==> config.mk <==
export PLATFORM = sky130hd
export DESIGN_NAME = uart_rx
export DESIGN_NICKNAME = d
export VERILOG_FILES = /design/src/rtl/uart_pkg.sv /design/src/rtl/uart_sync2.sv /design/src/rtl/uart_rx.sv
export SDC_FILE = /design/constraint.sdc
export NUM_CORES = 1
export LEC_CHECK = 0
export CORE_AREA = 2 2 59 61
export CTS_BUF_LIST = sky130_fd_sc_hd__clkbuf_16
export CTS_CLUSTER_DIAMETER = 150
export DETAILED_ROUTE_END_ITERATION = 10
export DIE_AREA = 0 0 61 63
export PLACE_DENSITY_LB_ADDON = 0.12
export RECOVER_POWER = 100
export SLEW_MARGIN = 20
export SYNTH_ARGS = -nofsm -noshare
export SYNTH_HDL_FRONTEND = slang
export SYNTH_SLANG_ARGS = --single-unit
==> constraint.sdc <==
create_clock -name clk -period 2.21 [get_ports clk]
set_clock_uncertainty 0.2 [all_clocks]
set_input_delay 0.442 -clock clk [delete_from_list [all_inputs] [get_ports clk]]
set_output_delay 0.442 -clock clk [all_outputs]
set_load 0.03 [all_outputs]
==> src/rtl/uart_pkg.sv <==
// -----------------------------------------------------------------------------
// uart_pkg
// Shared UART definitions used by both the transmitter and the receiver:
//   - uart_state_e : frame FSM state encoding (IDLE, START, DATA, PARITY, STOP)
//   - DATA_BITS    : payload width of one frame
//   - START_LVL    : line level of the start bit
//   - STOP_LVL     : line level of the stop bit (also the idle level)
//   - parity_of()  : even parity of a data word (XOR reduce)
// -----------------------------------------------------------------------------
package uart_pkg;

  localparam int   DATA_BITS = 8;
  localparam logic START_LVL = 1'b0;
  localparam logic STOP_LVL  = 1'b1;

  typedef enum logic [2:0] {
    IDLE   = 3'd0,
    START  = 3'd1,
    DATA   = 3'd2,
    PARITY = 3'd3,
    STOP   = 3'd4
  } uart_state_e;

  // Even parity: the parity bit makes the total number of ones even.
  function automatic logic parity_of(input logic [DATA_BITS-1:0] d);
    return ^d;
  endfunction

endpackage

==> src/rtl/uart_sync2.sv <==
// -----------------------------------------------------------------------------
// uart_sync2
// Two-flop synchroniser for a single asynchronous input. Both flops reset to
// RESET_VAL so an idle-high line does not look like an edge after reset.
// Ports:
//   clk     : destination clock
//   rst     : asynchronous active-high reset
//   async_i : asynchronous input
//   sync_o  : synchronised output (two clk of latency)
// -----------------------------------------------------------------------------
module uart_sync2 #(
  parameter logic RESET_VAL = 1'b1
) (
  input  logic clk,
  input  logic rst,
  input  logic async_i,
  output logic sync_o
);

  logic ff1_q;
  logic ff2_q;

  always_ff @(posedge clk or posedge rst) begin
    if (rst) begin
      ff1_q <= RESET_VAL;
      ff2_q <= RESET_VAL;
    end else begin
      ff1_q <= async_i;
      ff2_q <= ff1_q;
    end
  end

  assign sync_o = ff2_q;

endmodule

==> src/rtl/uart_rx.sv <==
// -----------------------------------------------------------------------------
// uart_rx
// UART receiver: 1 start bit (0), 8 data bits LSB first, optional even parity
// bit, 1 stop bit (1). Bits are timed by a shared OVERSAMPLE x baud tick.
// Each received byte is presented with a one-cycle rx_valid pulse together
// with its parity and framing error flags; data and flags hold until the next
// rx_valid. A byte is delivered even when a flag is set.
//
// Parameters:
//   PARITY_EN  : 1 = parity bit expected between data and stop, 0 = none
//   OVERSAMPLE : os_tick pulses per bit period (even, >= 4; >= 8 with voting)
//
// Ports:
//   clk           : system clock
//   rst           : asynchronous active-high reset
//   os_tick       : one-clk pulse at OVERSAMPLE x baud rate
//   rx_line       : asynchronous serial input, idle high
//   rx_data       : last received byte
//   rx_valid      : one-clk pulse, rx_data and flags valid this cycle
//   rx_parity_err : parity mismatch on the last frame (0 when PARITY_EN=0)
//   rx_frame_err  : stop bit sampled low on the last frame
//   rx_busy       : high from start-bit detection until return to IDLE
//
// Build option:
//   UART_RX_MAJORITY_EN : when defined, every bit is the majority of three
//   samples around mid-bit, decided one os_tick after mid-bit.
// -----------------------------------------------------------------------------
module uart_rx
  import uart_pkg::*;
#(
  parameter int PARITY_EN  = 1,
  parameter int OVERSAMPLE = 16
) (
  input  logic       clk,
  input  logic       rst,
  input  logic       os_tick,
  input  logic       rx_line,
  output logic [7:0] rx_data,
  output logic       rx_valid,
  output logic       rx_parity_err,
  output logic       rx_frame_err,
  output logic       rx_busy
);

  localparam int SCW = $clog2(OVERSAMPLE);

`ifdef UART_RX_MAJORITY_EN
  // The vote is decided one tick after the nominal mid-bit of the start bit.
  // Every later bit is then decided a whole bit period after the previous
  // decision, so the three samples (decision-2 .. decision) stay centred on
  // the bit and the one-tick offset does not accumulate across the frame.
  localparam logic [SCW-1:0] DEC_START = SCW'(OVERSAMPLE/2);
  localparam logic [SCW-1:0] DEC_BIT   = SCW'(OVERSAMPLE-1);

  if (OVERSAMPLE < 8 || (OVERSAMPLE % 2) != 0) begin : g_bad_os
    $error("uart_rx: OVERSAMPLE must be even and >= 8 with majority voting");
  end
`else
  localparam logic [SCW-1:0] DEC_START = SCW'(OVERSAMPLE/2 - 1);
  localparam logic [SCW-1:0] DEC_BIT   = SCW'(OVERSAMPLE-1);

  if (OVERSAMPLE < 4 || (OVERSAMPLE % 2) != 0) begin : g_bad_os
    $error("uart_rx: OVERSAMPLE must be even and >= 4");
  end
`endif

  // ---------------------------------------------------------------------------
  // Input synchroniser
  // ---------------------------------------------------------------------------
  logic rx_s;

  uart_sync2 #(
    .RESET_VAL (1'b1)
  ) u_sync (
    .clk     (clk),
    .rst     (rst),
    .async_i (rx_line),
    .sync_o  (rx_s)
  );

  // ---------------------------------------------------------------------------
  // State
  // ---------------------------------------------------------------------------
  uart_state_e          state_q,     state_d;
  logic [SCW-1:0]       sc_q,        sc_d;
  logic [2:0]           bit_cnt_q,   bit_cnt_d;
  logic [DATA_BITS-1:0] shift_q,     shift_d;
  logic                 par_err_q,   par_err_d;
  logic                 rx_s_prev_q;
  logic [7:0]           rx_data_q,   rx_data_d;
  logic                 rx_valid_q,  rx_valid_d;
  logic                 rx_perr_q,   rx_perr_d;
  logic                 rx_ferr_q,   rx_ferr_d;

  logic bit_tick;   // decision tick of the current bit
  logic bit_val;    // sampled (or voted) bit value at bit_tick
  logic start_edge;

`ifdef UART_RX_MAJORITY_EN
  // Samples from the two os_ticks preceding the current one.
  logic [1:0] samp_q, samp_d;

  always_comb begin
    samp_d = samp_q;
    if (os_tick) begin
      samp_d = {samp_q[0], rx_s};
    end
  end

  assign bit_val = (samp_q[1] & samp_q[0]) | (samp_q[1] & rx_s) | (samp_q[0] & rx_s);
`else
  assign bit_val = rx_s;
`endif

  assign bit_tick = os_tick && (sc_q == ((state_q == START) ? DEC_START : DEC_BIT));

  // rx_s_prev_q resets low and only follows rx_s afterwards, so a falling
  // edge can only be seen once the line has actually been observed high.
  // After a break the line stays low in IDLE and nothing retriggers.
  assign start_edge = rx_s_prev_q && (rx_s == START_LVL);

  // ---------------------------------------------------------------------------
  // Next-state logic
  // ---------------------------------------------------------------------------
  always_comb begin
    state_d    = state_q;
    sc_d       = sc_q;
    bit_cnt_d  = bit_cnt_q;
    shift_d    = shift_q;
    par_err_d  = par_err_q;
    rx_data_d  = rx_data_q;
    rx_valid_d = 1'b0;
    rx_perr_d  = rx_perr_q;
    rx_ferr_d  = rx_ferr_q;

    if (os_tick) begin
      sc_d = sc_q + 1'b1;
    end

    case (state_q)
      IDLE: begin
        sc_d = '0;
        if (start_edge) begin
          state_d = START;
        end
      end

      START: begin
        if (bit_tick) begin
          sc_d = '0;
          if (bit_val == START_LVL) begin
            state_d   = DATA;
            bit_cnt_d = '0;
            par_err_d = 1'b0;
          end else begin
            // False start: no pulse, flags untouched.
            state_d = IDLE;
          end
        end
      end

      DATA: begin
        if (bit_tick) begin
          sc_d      = '0;
          shift_d   = {bit_val, shift_q[DATA_BITS-1:1]};
          bit_cnt_d = bit_cnt_q + 1'b1;
          if (bit_cnt_q == 3'(DATA_BITS-1)) begin
            state_d = (PARITY_EN != 0) ? PARITY : STOP;
          end
        end
      end

      PARITY: begin
        if (bit_tick) begin
          sc_d      = '0;
          par_err_d = bit_val ^ parity_of(shift_q);
          state_d   = STOP;
        end
      end

      STOP: begin
        if (bit_tick) begin
          sc_d       = '0;
          // Back to IDLE at mid-stop so a start bit immediately following
          // the stop bit is still caught on its falling edge.
          state_d    = IDLE;
          rx_data_d  = shift_q;
          rx_perr_d  = (PARITY_EN != 0) ? par_err_q : 1'b0;
          rx_ferr_d  = (bit_val != STOP_LVL);
          rx_valid_d = 1'b1;
        end
      end

      default: begin
        state_d = IDLE;
        sc_d    = '0;
      end
    endcase
  end

  // ---------------------------------------------------------------------------
  // Registers
  // ---------------------------------------------------------------------------
  always_ff @(posedge clk or posedge rst) begin
    if (rst) begin
      state_q     <= IDLE;
      sc_q        <= '0;
      bit_cnt_q   <= '0;
      shift_q     <= '0;
      par_err_q   <= 1'b0;
      rx_s_prev_q <= 1'b0;
      rx_data_q   <= '0;
      rx_valid_q  <= 1'b0;
      rx_perr_q   <= 1'b0;
      rx_ferr_q   <= 1'b0;
    end else begin
      state_q     <= state_d;
      sc_q        <= sc_d;
      bit_cnt_q   <= bit_cnt_d;
      shift_q     <= shift_d;
      par_err_q   <= par_err_d;
      rx_s_prev_q <= rx_s;
      rx_data_q   <= rx_data_d;
      rx_valid_q  <= rx_valid_d;
      rx_perr_q   <= rx_perr_d;
      rx_ferr_q   <= rx_ferr_d;
    end
  end

`ifdef UART_RX_MAJORITY_EN
  always_ff @(posedge clk or posedge rst) begin
    if (rst) begin
      samp_q <= 2'b11;
    end else begin
      samp_q <= samp_d;
    end
  end
`endif

  // ---------------------------------------------------------------------------
  // Outputs
  // ---------------------------------------------------------------------------
  assign rx_data       = rx_data_q;
  assign rx_valid      = rx_valid_q;
  assign rx_parity_err = rx_perr_q;
  assign rx_frame_err  = rx_ferr_q;
  // Drops in the same cycle rx_valid pulses, since STOP hands over to IDLE
  // on the same edge that registers the delivered byte.
  assign rx_busy       = (state_q != IDLE);

endmodule

# Word level (Yosys, flattened, before mapping)
# Index checks and enable logic that the tools add are counted.
# totals
romBits,0
word_cells,65
out_inout_bits,12
n_memories,0
input_bits,4
regBits,33
latch_bits,0
ramBits,0
# classes
eq_ne,14
n_bitwise,2
multipliers,0
n_lt_le_gt_ge,0
n_addsub,2
div,0
n_reduce_logical,13
n_shift,0
muxes,22
# ops
op,count
two-way mux 3 bit,9
two-way mux 4 bit,4
one-hot mux 3 bit (5 select lines),1
"!= test 2 bit, second input constant",7
AND reduction 4 bit,2
XOR reduction 8 bit,1
"== test 3 x 2 -> 1 bit, second input constant",2
"== test 3 bit, second input constant",2
one-hot mux 3 bit (2 select lines),1
AND reduction 6 bit,1
two-way mux 1 bit,5
"adder 4 x 1 -> 4 bit, second input constant",1
== test 4 bit,1
AND reduction 2 bit,2
nonzero test 2 bit,2
OR reduction 4 bit,1
"adder 3 x 1 -> 3 bit, second input constant",1
"== test 3 x 1 -> 1 bit, second input constant",1
logical NOT 3 bit,1
"!= test 3 x 1 -> 1 bit, second input constant",1
nonzero test 3 bit,1
logical AND 1 bit,2
two-way mux 2 bit,1
one-hot mux 1 bit (2 select lines),1
2 further kinds,2

# Logic depth before layout (Yosys ltp)
# Gate-level depths: netlist of the first run.
# depth
ltp_word,6
depth_mapped,7
depth_no_buf,5

# By module
# Synthesis of the first run repeated with hierarchy kept, for this count alone.
# hier_totals
hier_cells,118
area_unflattened_um2,1526.5
# modules_own_cells
mod,cells_per_inst,instances,seq_area_each_um2,area_per_inst_um2
uart_rx,115,1,775.7,1470.2
uart_sync2,3,1,52.6,56.3

# Least setup slack after synthesis of the first run
# OpenSTA, ideal clock, no wires.
# synth_timing
path_type,register to register
start,register sc_q[0]
end,register shift_q[0]
arrival_ns,1.612
path_stages_with_launch,7
slack_ns,0.274
setup_time_ns,0.125
path_buffers,1
period_less_slack_ns,1.936
required_time_ns,1.885
path_cell_list,dfrtp_1 > ha_1 > and3_1 > buf_6 > nand3_4 > nor3_4 > mux2_2
# synth_between
elab_chain_cells,3
# synth_lines
item,line,text
start: declaration,uart_rx.sv:85,"logic [SCW-1:0] sc_q, sc_d;"
start signal: assignment,uart_rx.sv:207,sc_q <= '0;
start signal: assignment,uart_rx.sv:218,sc_q <= sc_d;
== test 4 bit,uart_rx.sv:115,assign bit_tick = os_tick && (sc_q == ((state_q == START) ? DEC_START : DEC_BIT));
logical AND 1 bit,uart_rx.sv:115,
AND reduction 2 bit (no line),n/a,
end signal: assignment,uart_rx.sv:220,shift_q <= shift_d;
end: declaration,uart_rx.sv:87,"logic [DATA_BITS-1:0] shift_q, shift_d;"
# No other way between the ends.
# A chain may end at the register's enable or synchronous reset.

# Worst setup path after layout of the first run
# layout_timing
start,input port os_tick
end,register shift_q[4]
# layout_between
elab_chain_cells,2
# layout_lines
item,line,text
start: declaration,uart_rx.sv:36,"input logic os_tick,"
logical AND 1 bit,uart_rx.sv:115,
AND reduction 2 bit (no line),n/a,
# No other way between the ends.

==> flow_summary.yaml, run 1 <==
die:
  die_h_um: 63
  initial_core_util: 0.481
  io_pins: 16
  die_x_um: 61
  core-area_sq_um: 3230
  floorplan.die_area_sq_um: 3840
  core.rowCount: 21
final_layout:
  final_cells: 200
  nFillCells: 288
  layout_common_cells: "31 x dfrtp_1, 16 x mux2_2, 14 x dlygate4sd3_1"
  nets: 160
  drive_gt1_frac: 0.240
  syn_to_final_growth_pct: 25.7
  register_area_sq_um: 828
  multi_input_area_sq_um: 664
  final_common_cell: "dfrtp_1"
  antenna-diode-count: 0
  post-route-cell-area_sq_um: 1950
grt:
  antenna_found_initial: 0
  gr-total-overflow: 0
  grt_max_degree: 34
  grt_pass1_vias: 1044
  grt_pass1_wl_mm: 4.80
  grt_usage: 0.164
yosys:
  synth_area_leaders: "dfrtp_1 50%, mux2_2 12%, xnor2_1 3.9%, dfstp_2 3.4%, ha_1 2.4%"
  syn_inst: 126
  ys_types: 39
  synth_top_area_share: 0.499
  syn_area_sq_um: 1550
  async_flop_share: 1.00
  seq_area_frac_synth: 0.533
  synth_edf_count: 0
  synth_seq_cells: 33
  synth_fp_nets: 133
  ys_warn_count: 0
  syn_avg_cell_area_sq_um: 12.3
  synth_top_cell_by_area: "dfrtp_1"
  synth-main-ff-cell: "dfrtp_1"
clock_tree:
  ctsRootBufferMaster: "clkbuf_16"
  cts.sinks: 33
  cts.htree.levels: 2
  clock_path_buffers: 2
  cts_hold_buf: 0
  cts_tree: "done"
  cts_setup_buffers: 0
  clk_pin_slew_worst_paths_ns: 0.05
  numCtsBuffers: 5
  clk_latency_ns: 0.27
critical_path:
  path_max_fanout: 5
  reg2reg_slack_ns: 0.15
  r2r-end: "state_q[0]"
  required_ns: 2.16
  reg2reg_from: "sc_q[0]"
  path_class: "in -> reg"
  cp.arrival_ns: 2.03
  start_kind: "input pin"
  reg2regPathDepth: 6
  endpoint_kind: "flop"
hold_path:
  hp-class: "reg -> reg"
  holdPathStages: 0
  whs_endpoint: "u_sync.sync_o"
  min_from: "u_sync.ff1_q"
power:
  powerDensity_nw_per_um2: 934
  vdd_drop_max_mv: 0.509
  p_leak_nw: 0.958
status:
  status: "finished clean"
sta:
  rsz0062_at_grt: "no"
  fmaxAchievable_ghz: 0.482
  setup_violations: 0
  finalMaxSlewViolations: 0
  period_minus_slack_ns: 2.07
  hold_viol: 0
  worstMarginPinSlew_ns: 0.791
  fin_ws_ns: 0.136
  min_period_over_period: 0.938
  relSlewSlack: 0.473
drt:
  wl_per_cell_um: 13.4
  post-route-drc-count: 0
  dr.pass1.iters: 4
  drt-vias-per-instance: 5.16
  num_vias: 1032
  routed_wl_mm: 2.68
  drt_first_iter_violations: 38
  ant_nets: 0
placed_design:
  place_area_sq_um: 1810
  post-place-ws_ns: -0.0567
  gp_congestion: 0.709
  hpwlAfterDp_mm: 1.85
  place_inst: 192
  io_buffers: 15
job:
  maxCapViolations: 0
==> worst max path at each step <==
| stage | endpoint | slack (ns) | startpoint | depth (start not counted) |
|---|---|---|---|---|
| global placement | rx_data[3] | -0.04 | os_tick | 5 |
| global route | shift_q[4] | 0.03 | sc_q[0] | 6 |
| detailed placement | shift_q[4] | -0.06 | os_tick | 6 |
| finish | shift_q[4] | 0.14 | os_tick | 6 |
| CTS | state_q[0] | 0.14 | sc_q[0] | 6 |
| floorplan | shift_q[0] | 0.27 | sc_q[0] | 6 |
==> flip-flops by register name (all words and copies together), names as in the netlist <==
signal	count
rx_parity_err	1
rx_data	8
shift_q	8
sc_q	4
bit_cnt_q	3
rx_frame_err	1
u_sync.ff1_q	1
rx_valid	1
par_err_q	1
u_sync.sync_o	1
state_q	3
rx_s_prev_q	1
==> power breakdown <==
| group | total (mW) | switching (mW) | internal (mW) |
|---|---|---|---|
| clock network | 0.754 | 0.231 | 0.523 |
| registers | 0.729 | 0.0655 | 0.663 |
| logic | 0.342 | 0.188 | 0.154 |
==> cell usage after synthesis (all sizes together) (2+ instances only) <==
| master | count |
|---|---|
| dfrtp | 31 |
| mux2 | 17 |
| nand2 | 7 |
| o21ai | 7 |
| xnor2 | 7 |
| nor2 | 6 |
| a21oi | 4 |
| clkbuf | 4 |
| and3 | 3 |
| buf | 3 |
| ha | 3 |
| nand3b | 3 |
| nor3 | 3 |
| a22o | 2 |
| dfstp | 2 |
| inv | 2 |
| nand3 | 2 |
| nor2b | 2 |
| nor3b | 2 |
| or3 | 2 |
==> critical path, cell delays in order <==
cell	delay, ns
dlygate4sd3_1	0.55
and3_1	0.22
nand3_1	0.15
nor3_4	0.16
buf_4	0.17
mux2_2	0.33
==> metrics by stage <==
stage,power (mW),hold slack [ns],util,setup TNS [ns]
floorplan,0.993,0.145,-,0
global placement,1.08,0.145,0.560,-0.391
detailed placement,1.10,0.147,0.560,-0.610
CTS,1.86,0.155,0.610,0
global route,1.93,0.162,0.604,0
finish,1.82,0.160,0.604,0
==> logic make-up (layout without fill, tap and decap cells) <==
| kind of cell | Yosys count | count (layout) | share of synthesized area |
|---|---|---|---|
| and+or+nand+nor | 34 | 34 | 0.138 |
| DFF | 33 | 33 | 0.533 |
| AOI/OAI and AO/OA | 20 | 20 | 0.0813 |
| muxes | 18 | 18 | 0.132 |
| xor gates and xnor gates | 9 | 9 | 0.0596 |
| buffers and inverters | 9 | 37 | 0.0314 |
| adders and majority gates | 3 | 3 | 0.0242 |
==> metal layers <==
metal  share of wire  vias up  track usage
met3           0.036        0       0.0497
li1                -      504            -
met1            0.47      510        0.222
met4               0        0       0.0408
met5               0        -            0
met2            0.49       18        0.257
==> what timing repair did <==
item,4_1_cts,5_1_grt
endpoints found under the hold margin,0,0
setup endpoints to repair,1,0
gates resized for setup,1,0
==> layout make-up <==
type,count,area share
clock buffer,5,0.0641
clock inverter,3,0.0192
inverter,2,0.00384
multi-input combinational,84,0.340
sequential,33,0.424
tap,46,0.0295
timing repair buffer,27,0.119
No activity file was read; power rests on OpenSTA's default activity.
==> run 2: changes to the inputs <==
==> constraint.sdc (replaced) <==
create_clock -name clk -period 2.01 [get_ports clk]
set_clock_uncertainty 0.2 [all_clocks]
set_input_delay 0.402 -clock clk [delete_from_list [all_inputs] [get_ports clk]]
set_output_delay 0.402 -clock clk [all_outputs]
set_load 0.03 [all_outputs]
==> flow_summary.yaml, run 2 (synthesis results as in run 1) <==
status:
  status: "finished clean"
final_layout:
  nFillCells: 269
  final_cells: 203
  final_common_cell: "dfrtp_1"
  syn_to_final_growth_pct: 28.4
  antenna-diode-count: 0
  layout_common_cells: "31 x dfrtp_1, 16 x mux2_2, 10 x buf_4"
  drive_gt1_frac: 0.261
  nets: 163
  post-route-cell-area_sq_um: 2000
critical_path:
  required_ns: 1.41
  path_max_fanout: 2
  path_class: "reg -> out"
  crit_buf_inv: 1
  path_cells: "dlygate4sd3_1"
  start_kind: "flop"
  cp.arrival_ns: 1.34
  crit_family: "buffers and inverters"
  slowest_delay_ns: 0.74
  crit_slowest_cell: "dlygate4sd3_1"
  endpoint_kind: "output port"
grt:
  grt_pass1_wl_mm: 4.84
  grt_pass1_vias: 1033
  grt_max_degree: 15
  gr-total-overflow: 0
  grt_util_met2: 0.246
  globalRouteMet1Util: 0.246
  gr-usage-met3: 0.0683
  grt_usage: 0.175
  busiest_layer: "met1"
  antenna_found_initial: 0
sta:
  relSlewSlack: 0.519
  worstMarginPinSlew_ns: 0.721
  setup_violations: 0
  hold_viol: 0
  min_period_over_period: 0.968
  finalMaxSlewViolations: 0
  rsz0062_at_grt: "no"
  fmaxAchievable_ghz: 0.514
  period_minus_slack_ns: 1.95
  fin_ws_ns: 0.0637
die:
  core-area_sq_um: 3230
  core.rowCount: 21
  floorplan.die_area_sq_um: 3840
  die_x_um: 61
  initial_core_util: 0.481
  io_pins: 16
  die_h_um: 63
placed_design:
  gp_congestion: 0.748
  place_inst: 195
  place_area_sq_um: 1850
  hpwlAfterDp_mm: 1.99
  io_buffers: 15
  post-place-ws_ns: -0.197
hold_path:
  hp-class: "reg -> reg"
drt:
  num_vias: 1049
  ant_nets: 0
  drt-vias-per-instance: 5.17
  wl_per_cell_um: 14.0
  post-route-drc-count: 0
  drt_first_iter_violations: 62
  dr.pass1.iters: 4
  routed_wl_mm: 2.84
power:
  powerDensity_nw_per_um2: 1030
  p_leak_nw: 0.953
  vdd_drop_max_mv: 0.551
clock_tree:
  clock_path_buffers: 2
  clk_pin_slew_worst_paths_ns: 0.05
  cts_setup_buffers: 0
  cts_tree: "done"
  cts.sinks: 33
  cts_hold_buf: 0
  clk_latency_ns: 0.27
  ctsRootBufferMaster: "clkbuf_16"
  cts.htree.levels: 2
  numCtsBuffers: 5
job:
  maxCapViolations: 0
## run 2: power by group
group / internal [mW] / switching (mW) / total [mW]
Combinational: 0.188 / 0.258 / 0.446
Sequential: 0.730 / 0.0485 / 0.778
Clock: 0.574 / 0.256 / 0.830
## run 2: worst paths after layout
path                                    from       endpoint  slack, ns  cells past startpoint
worst max-delay path              rx_data[2]     rx_data[2]       0.06                      1
worst min-delay path            u_sync.ff1_q  u_sync.sync_o       0.16                      0
worst max register to register       sc_q[1]     shift_q[2]       0.09                      6
worst min register to register  u_sync.ff1_q  u_sync.sync_o       0.16                      0
max in group asynchronous                rst     shift_q[3]       0.35                      3
min in group asynchronous                rst        sc_q[3]       0.31                      2
## run 2: cell type report
| class | count | area (sq um) | share of cell area |
|---|---|---|---|
| clock buffers | 5 | 125 | 0.0627 |
| clock inverters | 3 | 37.5 | 0.0188 |
| inverters | 2 | 7.51 | 0.00376 |
| multi-input cells | 84 | 677 | 0.339 |
| flip-flops and latches | 33 | 828 | 0.415 |
| well taps | 46 | 57.6 | 0.0288 |
| repair buffers | 30 | 263 | 0.132 |
## run 2: repair_timing
| item | CTS | global route |
|---|---|---|
| endpoints found under the setup margin | 1 | 3 |
| pin swaps | 0 | 0 |
| resized for setup | 3 | 2 |
## run 2: layer usage
metal	up-vias	routed length, um
li1	510	-
met1	512	1380
met2	22	1300
met3	5	115
met4	0	43
met5	-	0
## run 2: stage by stage
| stage | hold WS [ns] | TNS [ns] | utilization | power (mW) |
|---|---|---|---|---|
| 2_1_floorplan | 0.145 | 0 | - | 1.09 |
| 3_3_place_gp | 0.147 | -3.13 | 0.571 | 1.22 |
| 3_5_place_dp | 0.147 | -3.16 | 0.571 | 1.24 |
| 4_1_cts | 0.154 | 0 | 0.622 | 2.08 |
| 5_1_grt | 0.168 | 0 | 0.617 | 2.18 |
| 6_report | 0.161 | 0 | 0.617 | 2.05 |
==> run 3: changes to the inputs <==
--- a/config.mk
+++ b/config.mk
@@ -5,6 +5,8 @@
 export SDC_FILE = /design/constraint.sdc
 export NUM_CORES = 1
 export LEC_CHECK = 0
+export ABC_CLOCK_PERIOD_IN_PS = 2009
+export CAP_MARGIN = 20
 export CORE_AREA = 2 2 59 61
 export CTS_BUF_LIST = sky130_fd_sc_hd__clkbuf_16
 export CTS_CLUSTER_DIAMETER = 150
==> results of run 3 <==
Final layout, timing and power as in run 2 (identical DEF).
